--- config.mk ---
export PLATFORM = sky130hd
export DESIGN_NAME = pred_update_ctrl
export DESIGN_NICKNAME = d
export VERILOG_FILES = /design/src/rtl/pred_update_ctrl_pkg.sv /design/src/rtl/pred_upd_fifo.sv /design/src/rtl/pred_update_ctrl.sv
export SDC_FILE = /design/constraint.sdc
export NUM_CORES = 1
export LEC_CHECK = 0
export CORE_MARGIN = 2
export CORE_UTILIZATION = 40
export DETAILED_ROUTE_END_ITERATION = 10
export PLACE_DENSITY = 0.58
export SYNTH_ARGS = -nofsm -noshare
export SYNTH_HDL_FRONTEND = slang
export SYNTH_SLANG_ARGS = --single-unit
--- constraint.sdc ---
create_clock -name clk -period 4 [get_ports clk]
set_input_delay 0.4 -clock clk [delete_from_list [all_inputs] [get_ports clk]]
set_output_delay 0.4 -clock clk [all_outputs]
set_load 0.005 [all_outputs]
--- src/rtl/pred_update_ctrl_pkg.sv ---
// Shared types and defaults for the branch-resolution predictor update controller.
// Per-record flags are a struct; PC fields stay parameterised in the FIFO payload.
package pred_update_ctrl_pkg;

  localparam int DEF_PC_BITS    = 32;
  localparam int DEF_FIFO_DEPTH = 4;
  localparam int DEF_CNT_BITS   = 16;

  typedef enum logic {
    ST_RUN   = 1'b0,
    ST_DRAIN = 1'b1
  } state_e;

  typedef struct packed {
    logic taken;
    logic pred_taken;
    logic is_cf;
    logic is_cond;
    logic is_call;
    logic is_ret;
  } res_flags_t;

  localparam int FLAG_BITS = $bits(res_flags_t);

  // A non-control-flow instruction that was predicted taken also counts as a mispredict.
  function automatic logic is_mispredict(input res_flags_t f, input logic tgt_mismatch);
    if (f.is_cf) begin
      return (f.taken != f.pred_taken) || (f.taken && tgt_mismatch);
    end
    return f.pred_taken;
  endfunction

endpackage

--- src/rtl/pred_upd_fifo.sv ---
// Small synchronous FIFO for resolved-branch records with a whole-queue flush.
// Flush wins over a same-cycle push or pop.
module pred_upd_fifo #(
  parameter int WIDTH = 8,
  parameter int DEPTH = 4
) (
  input  logic             clk,
  input  logic             rst_n,
  input  logic             push,
  input  logic [WIDTH-1:0] push_data,
  input  logic             pop,
  output logic [WIDTH-1:0] pop_data,
  input  logic             flush,
  output logic             full,
  output logic             empty
);

  localparam int AW = $clog2(DEPTH);

  logic [WIDTH-1:0] mem_q [DEPTH];
  logic [AW-1:0]    wr_ptr_q, wr_ptr_d;
  logic [AW-1:0]    rd_ptr_q, rd_ptr_d;
  logic [AW:0]      count_q, count_d;
  logic             do_push, do_pop;

  assign full     = (count_q == (AW+1)'(DEPTH));
  assign empty    = (count_q == '0);
  assign do_push  = push & ~full;
  assign do_pop   = pop & ~empty;
  assign pop_data = mem_q[rd_ptr_q];

  always_comb begin
    wr_ptr_d = wr_ptr_q;
    rd_ptr_d = rd_ptr_q;
    count_d  = count_q;
    if (flush) begin
      wr_ptr_d = '0;
      rd_ptr_d = '0;
      count_d  = '0;
    end else begin
      if (do_push) wr_ptr_d = wr_ptr_q + AW'(1);
      if (do_pop)  rd_ptr_d = rd_ptr_q + AW'(1);
      count_d = count_q + {{AW{1'b0}}, do_push} - {{AW{1'b0}}, do_pop};
    end
  end

  always_ff @(posedge clk or negedge rst_n) begin
    if (!rst_n) begin
      wr_ptr_q <= '0;
      rd_ptr_q <= '0;
      count_q  <= '0;
    end else begin
      wr_ptr_q <= wr_ptr_d;
      rd_ptr_q <= rd_ptr_d;
      count_q  <= count_d;
    end
  end

  always_ff @(posedge clk) begin
    if (do_push) mem_q[wr_ptr_q] <= push_data;
  end

endmodule

--- src/rtl/pred_update_ctrl.sv ---
// Buffers resolved branches and replays them one per cycle as registered predictor,
// BTB and RAS updates; a mispredict flushes the queue and idles one DRAIN cycle.
module pred_update_ctrl
  import pred_update_ctrl_pkg::*;
#(
  parameter int PC_BITS    = DEF_PC_BITS,
  parameter int FIFO_DEPTH = DEF_FIFO_DEPTH,
  parameter int CNT_BITS   = DEF_CNT_BITS
) (
  input  logic                clk,
  input  logic                rst_n,
  input  logic                res_valid,
  output logic                res_ready,
  input  logic [PC_BITS-1:0]  res_pc,
  input  logic [PC_BITS-1:0]  res_target,
  input  logic [PC_BITS-1:0]  res_pred_target,
  input  logic                res_taken,
  input  logic                res_pred_taken,
  input  logic                res_is_cf,
  input  logic                res_is_cond,
  input  logic                res_is_call,
  input  logic                res_is_ret,
  output logic                new_entry,
  output logic                is_Taken,
  output logic [PC_BITS-1:0]  PC_Orig,
  output logic [PC_BITS-1:0]  Target_PC,
  output logic                invalidate,
  output logic [PC_BITS-1:0]  old_PC,
  output logic                is_jumpl,
  output logic                is_return,
  output logic                must_flush,
  output logic                branch_resolved,
  output logic [PC_BITS-1:0]  flush_PC,
  output logic [CNT_BITS-1:0] mispredict_cnt
);

  localparam int REC_BITS = 3 * PC_BITS + FLAG_BITS;

  state_e             state_q, state_d;
  logic [REC_BITS-1:0] push_rec, pop_rec;
  res_flags_t         push_flags, pop_flags;
  logic [PC_BITS-1:0] pop_pc, pop_tgt, pop_ptgt;
  logic               fifo_full, fifo_empty, fifo_push, fifo_pop, fifo_flush, mispred;

  logic                new_entry_q, new_entry_d;
  logic                is_taken_q, is_taken_d;
  logic [PC_BITS-1:0]  pc_orig_q, pc_orig_d;
  logic [PC_BITS-1:0]  target_pc_q, target_pc_d;
  logic                invalidate_q, invalidate_d;
  logic [PC_BITS-1:0]  old_pc_q, old_pc_d;
  logic                is_jumpl_q, is_jumpl_d;
  logic                is_return_q, is_return_d;
  logic                must_flush_q, must_flush_d;
  logic                branch_resolved_q, branch_resolved_d;
  logic [PC_BITS-1:0]  flush_pc_q, flush_pc_d;
  logic [CNT_BITS-1:0] cnt_q, cnt_d;

  // Held low during reset so the producer never sees a ready it cannot use.
  assign res_ready = rst_n & ~fifo_full & (state_q == ST_RUN);
  assign fifo_push = res_valid & res_ready;
  assign fifo_pop  = (state_q == ST_RUN) & ~fifo_empty;

  always_comb begin
    push_flags            = '0;
    push_flags.taken      = res_taken;
    push_flags.pred_taken = res_pred_taken;
    push_flags.is_cf      = res_is_cf;
    push_flags.is_cond    = res_is_cond;
    push_flags.is_call    = res_is_call;
    push_flags.is_ret     = res_is_ret;
  end

  assign push_rec  = {res_pc, res_target, res_pred_target, push_flags};
  assign pop_pc    = pop_rec[REC_BITS-1 -: PC_BITS];
  assign pop_tgt   = pop_rec[REC_BITS-PC_BITS-1 -: PC_BITS];
  assign pop_ptgt  = pop_rec[FLAG_BITS +: PC_BITS];
  assign pop_flags = res_flags_t'(pop_rec[FLAG_BITS-1:0]);
  assign mispred   = is_mispredict(pop_flags, pop_tgt != pop_ptgt);

  pred_upd_fifo #(
    .WIDTH (REC_BITS),
    .DEPTH (FIFO_DEPTH)
  ) u_fifo (
    .clk       (clk),
    .rst_n     (rst_n),
    .push      (fifo_push),
    .push_data (push_rec),
    .pop       (fifo_pop),
    .pop_data  (pop_rec),
    .flush     (fifo_flush),
    .full      (fifo_full),
    .empty     (fifo_empty)
  );

  always_comb begin
    state_d           = state_q;
    fifo_flush        = 1'b0;
    cnt_d             = cnt_q;
    new_entry_d       = 1'b0;
    is_taken_d        = 1'b0;
    pc_orig_d         = '0;
    target_pc_d       = '0;
    invalidate_d      = 1'b0;
    old_pc_d          = '0;
    is_jumpl_d        = 1'b0;
    is_return_d       = 1'b0;
    must_flush_d      = 1'b0;
    branch_resolved_d = 1'b0;
    flush_pc_d        = '0;
    case (state_q)
      ST_RUN: begin
        if (fifo_pop) begin
          new_entry_d       = pop_flags.is_cf & (pop_flags.is_cond | pop_flags.taken);
          is_taken_d        = pop_flags.taken;
          pc_orig_d         = pop_pc;
          target_pc_d       = pop_tgt;
          invalidate_d      = ~pop_flags.is_cf & pop_flags.pred_taken;
          old_pc_d          = pop_pc;
          is_jumpl_d        = pop_flags.is_call & pop_flags.is_cf;
          is_return_d       = pop_flags.is_ret & pop_flags.is_cf;
          branch_resolved_d = pop_flags.is_cond;
          if (mispred) begin
            must_flush_d = 1'b1;
            flush_pc_d   = (pop_flags.is_cf & pop_flags.taken) ? pop_tgt : pop_pc + PC_BITS'(4);
            fifo_flush   = 1'b1;
            state_d      = ST_DRAIN;
            if (cnt_q != '1) cnt_d = cnt_q + CNT_BITS'(1);
          end
        end
      end
      ST_DRAIN: state_d = ST_RUN;
      default:  state_d = ST_RUN;
    endcase
  end

  always_ff @(posedge clk or negedge rst_n) begin
    if (!rst_n) begin
      state_q           <= ST_RUN;
      cnt_q             <= '0;
      new_entry_q       <= 1'b0;
      is_taken_q        <= 1'b0;
      pc_orig_q         <= '0;
      target_pc_q       <= '0;
      invalidate_q      <= 1'b0;
      old_pc_q          <= '0;
      is_jumpl_q        <= 1'b0;
      is_return_q       <= 1'b0;
      must_flush_q      <= 1'b0;
      branch_resolved_q <= 1'b0;
      flush_pc_q        <= '0;
    end else begin
      state_q           <= state_d;
      cnt_q             <= cnt_d;
      new_entry_q       <= new_entry_d;
      is_taken_q        <= is_taken_d;
      pc_orig_q         <= pc_orig_d;
      target_pc_q       <= target_pc_d;
      invalidate_q      <= invalidate_d;
      old_pc_q          <= old_pc_d;
      is_jumpl_q        <= is_jumpl_d;
      is_return_q       <= is_return_d;
      must_flush_q      <= must_flush_d;
      branch_resolved_q <= branch_resolved_d;
      flush_pc_q        <= flush_pc_d;
    end
  end

  assign new_entry       = new_entry_q;
  assign is_Taken        = is_taken_q;
  assign PC_Orig         = pc_orig_q;
  assign Target_PC       = target_pc_q;
  assign invalidate      = invalidate_q;
  assign old_PC          = old_pc_q;
  assign is_jumpl        = is_jumpl_q;
  assign is_return       = is_return_q;
  assign must_flush      = must_flush_q;
  assign branch_resolved = branch_resolved_q;
  assign flush_PC        = flush_pc_q;
  assign mispredict_cnt  = cnt_q;

endmodule
==> results.json <==
{
  "status": "complete, no violations",
  "hp-class": "primary input to async pin",
  "total_power_mw": 18.0,
  "antenna_cells": 0,
  "final_util": 0.505,
  "drt_first_iter_violations": 829,
  "cts_resized": 0,
  "pre_cts_ws_ns": 0.487,
  "dp_hpwl_um": 34700,
  "syn_area_um2": 20600,
  "postLayoutCellArea_um2": 25800,
  "yosysSeqAreaShare": 0.748,
  "port_buffers": 256,
  "combPwrFrac": 0.309,
  "drcViolationCount": 0,
  "syn_inst": 1081,
  "post-route-period-util": 0.869,
  "synth_most_common_cell": "edfxtp_1",
  "critical_path_buf_inv_count": 3,
  "grt_usage": 0.193,
  "vias": 10663,
  "cts_max_level": 2,
  "finClkSkew_ns": 0.0187,
  "p_leak_nw": 9.00,
  "synth_cell_types": 41,
  "cp_cell_sequence": "buf_12 -> mux4_2 -> xor2_1 -> nor4_1 -> nand4_1 -> nor3_4 -> nand2b_2 -> buf_4 -> inv_2 -> nor2_1",
  "clkPwrFrac": 0.292,
  "dp.cells": 1975,
  "finalMaxSlewViolations": 0,
  "synth_edf_count": 408,
  "ys_top_cells_by_count": "408 x edfxtp_1, 126 x dfrtp_1, 102 x mux4_2",
  "crit_type": "flop to flop",
  "clock-sinks": 534,
  "rsz0062_at_grt": "no",
  "fin_crit_ns": 3.48,
  "viasPerCell": 5.13,
  "cp_top_family": "simple AND/OR/NAND/NOR gates",
  "num-nets-final": 1467,
  "synthTopCellsByArea": "edfxtp_1 59%, dfrtp_1 15%, mux4_2 11%",
  "p_per_area_nw_per_um2": 697,
  "clockBufferDepth": 3,
  "placementRows": 83,
  "synth_async_sr_flop_share": 0.236,
  "crit_fanout": 30,
  "dpl-instance-area_um2": 23900,
  "die_w_um": 231,
  "fin_ws_ns": 0.522,
  "gp_congestion": 0.789,
  "slowest_stage": "mux4_2",
  "die_y_um": 231,
  "p_sw_frac": 0.298,
  "first_global_vias": 10958,
  "cts_setup_buffers": 0,
  "cts-root-buf": "clkbuf_16",
  "cts_hold_buf": 1,
  "pwr-share-seq": 0.399,
  "tns_ns": 0,
  "grt_pass1_wl_um": 74500,
  "syn_to_final_growth_pct": 25.3,
  "cts_tree": "yes",
  "setup_viol": 0,
  "synth.net_count": 1195,
  "drtPass1Iterations": 7,
  "totalWireLength_um": 50900,
  "cp.depth": 10,
  "io_pins": 257,
  "start_util": 0.403,
  "gr-total-overflow": 0,
  "ys_seq_elements": 534,
  "drive_above_1_share": 0.173,
  "synth_area_per_cell_um2": 19.1,
  "ant_nets": 0,
  "yosysWarnings": 0,
  "wl_per_cell_um": 24.5,
  "regToRegSetupSlack_ns": 0.52,
  "maxCapViolations": 0,
  "clock_latency_ns": 0.60,
  "switching_power_mw": 5.36,
  "crit_path_end_kind": "flop",
  "die_area_um2": 53300,
  "synth_ff_type": "edfxtp_1",
  "cts_buffers": 55,
  "fmax_mhz": 288,
  "cell_internal_pwr_mw": 12.6,
  "core_um2": 51100,
  "synth_largest_area_cell": "edfxtp_1",
  "start_kind": "flop",
  "cp.arrival_ns": 4.00,
  "path_clk_slew_ns": 0.06,
  "final_cells": 2079,
  "slew_headroom": 0.462,
  "worst_pin_slew_ns": 0.807,
  "grt_antenna_before_repair": 0,
  "crit_required_ns": 4.52,
  "cpPeakStageDelay_ns": 0.58,
  "vdd_drop_max_uv": 323,
  "synth_top_area_share": 0.595,
  "worst-r2r-cell-count": 10,
  "grt_max_degree": 64,
  "hold_slack_ns": 0.297,
  "hold_viol": 0
}
[layout make-up]
class,count,area [µm²]
inverter,13,48.8
clock inverter,27,284
timing repair buffer,292,2960
multi-input combinational,457,4670
clock buffer,76,1600
fill,4221,25300
tap,680,851
sequential,534,15400
[registers in the layout, summed over array words and instances, names as in the netlist, 2 cells and up]
signal	cells
flush_PC	32
u_fifo.count_q	3
old_PC	32
u_fifo.wr_ptr_q	2
u_fifo.rd_ptr_q	2
mispredict_cnt	16
u_fifo.mem_q	408
Target_PC	32
[worst register-to-register path, delay by kind of cell (launching register included)]
| family | cells | cell delay, ns |
|---|---|---|
| buffers and inverters | 3 | 0.73 |
| muxes | 1 | 0.61 |
| xor gates and xnor gates | 1 | 0.19 |
| and+or+nand+nor | 5 | 1.34 |
| DFF | 1 | 0.55 |
[cells by family (layout without fill, tap and decap cells)]
group | Yosys count | count (layout) | share of synthesized area
flops | 534 | 534 | 0.748
simple gates | 227 | 227 | 0.0596
mux | 104 | 104 | 0.113
buf+inv | 90 | 408 | 0.0270
xor+xnor | 77 | 77 | 0.0327
compound gates | 40 | 40 | 0.0148
fa+ha+maj | 9 | 9 | 0.00583
[power by group through the flow]
stage	logic, mW	registers [mW]	clock network (mW)
after detailed placement	5.66	7.30	0
final	5.56	7.18	5.27
after floorplan	3.29	7.19	0
after global routing	6.00	7.25	5.58
after global placement	5.64	7.29	0
after CTS	5.68	7.20	5.36
[worst paths after layout]
| kind | start | end |
|---|---|---|
| max in group asynchronous | rst_n | old_PC[9]$_DFF_PN0_ |
| max | u_fifo.rd_ptr_q[0]$_DFFE_PN0P_ | u_fifo.count_q[2]$_DFF_PN0_ |
| min | rst_n | flush_PC[25]$_DFF_PN0_ |
| min reg2reg | mispredict_cnt[10]$_DFFE_PN0P_ | mispredict_cnt[10]$_DFFE_PN0P_ |
| max reg2reg | u_fifo.rd_ptr_q[0]$_DFFE_PN0P_ | u_fifo.count_q[2]$_DFF_PN0_ |
| min in group clk | res_pred_target[27] | u_fifo.mem_q[0][33]$_DFFE_PP_ |
[placed cells by master, fill, tap and decap left out, types with 3 or more instances in the layout]
master / synthesis / routed
a211oi_1: 26 / 26
a211oi_2: 3 / 3
a21oi_1: 3 / 3
and2_1: 70 / 70
and3_1: 12 / 8
and3_4: 0 / 4
and4_1: 4 / 4
buf_12: 0 / 10
buf_4: 41 / 25
bufinv_16: 0 / 6
clkbuf_1: 19 / 9
clkbuf_16: 0 / 57
clkbuf_8: 0 / 10
clkdlybuf4s50_1: 0 / 255
clkinv_1: 0 / 9
clkinv_2: 0 / 9
dfrtp_1: 126 / 124
edfxtp_1: 408 / 408
ha_1: 8 / 8
inv_1: 12 / 11
mux4_2: 102 / 102
nand2_1: 29 / 28
nand3_1: 17 / 17
nand4_1: 10 / 10
nor2_1: 52 / 52
nor3_1: 13 / 13
nor3b_1: 3 / 3
nor4_1: 7 / 7
xnor2_1: 17 / 17
xor2_1: 60 / 60
[layer usage]
layer,up-vias,GRT usage,part of all wire
met2,299,0.307,0.48
met4,0,0.0542,0.022
met1,5605,0.274,0.44
met5,-,0,0
met3,70,0.0346,0.057
li1,4689,-,-
(Power assumes the default switching activity.)
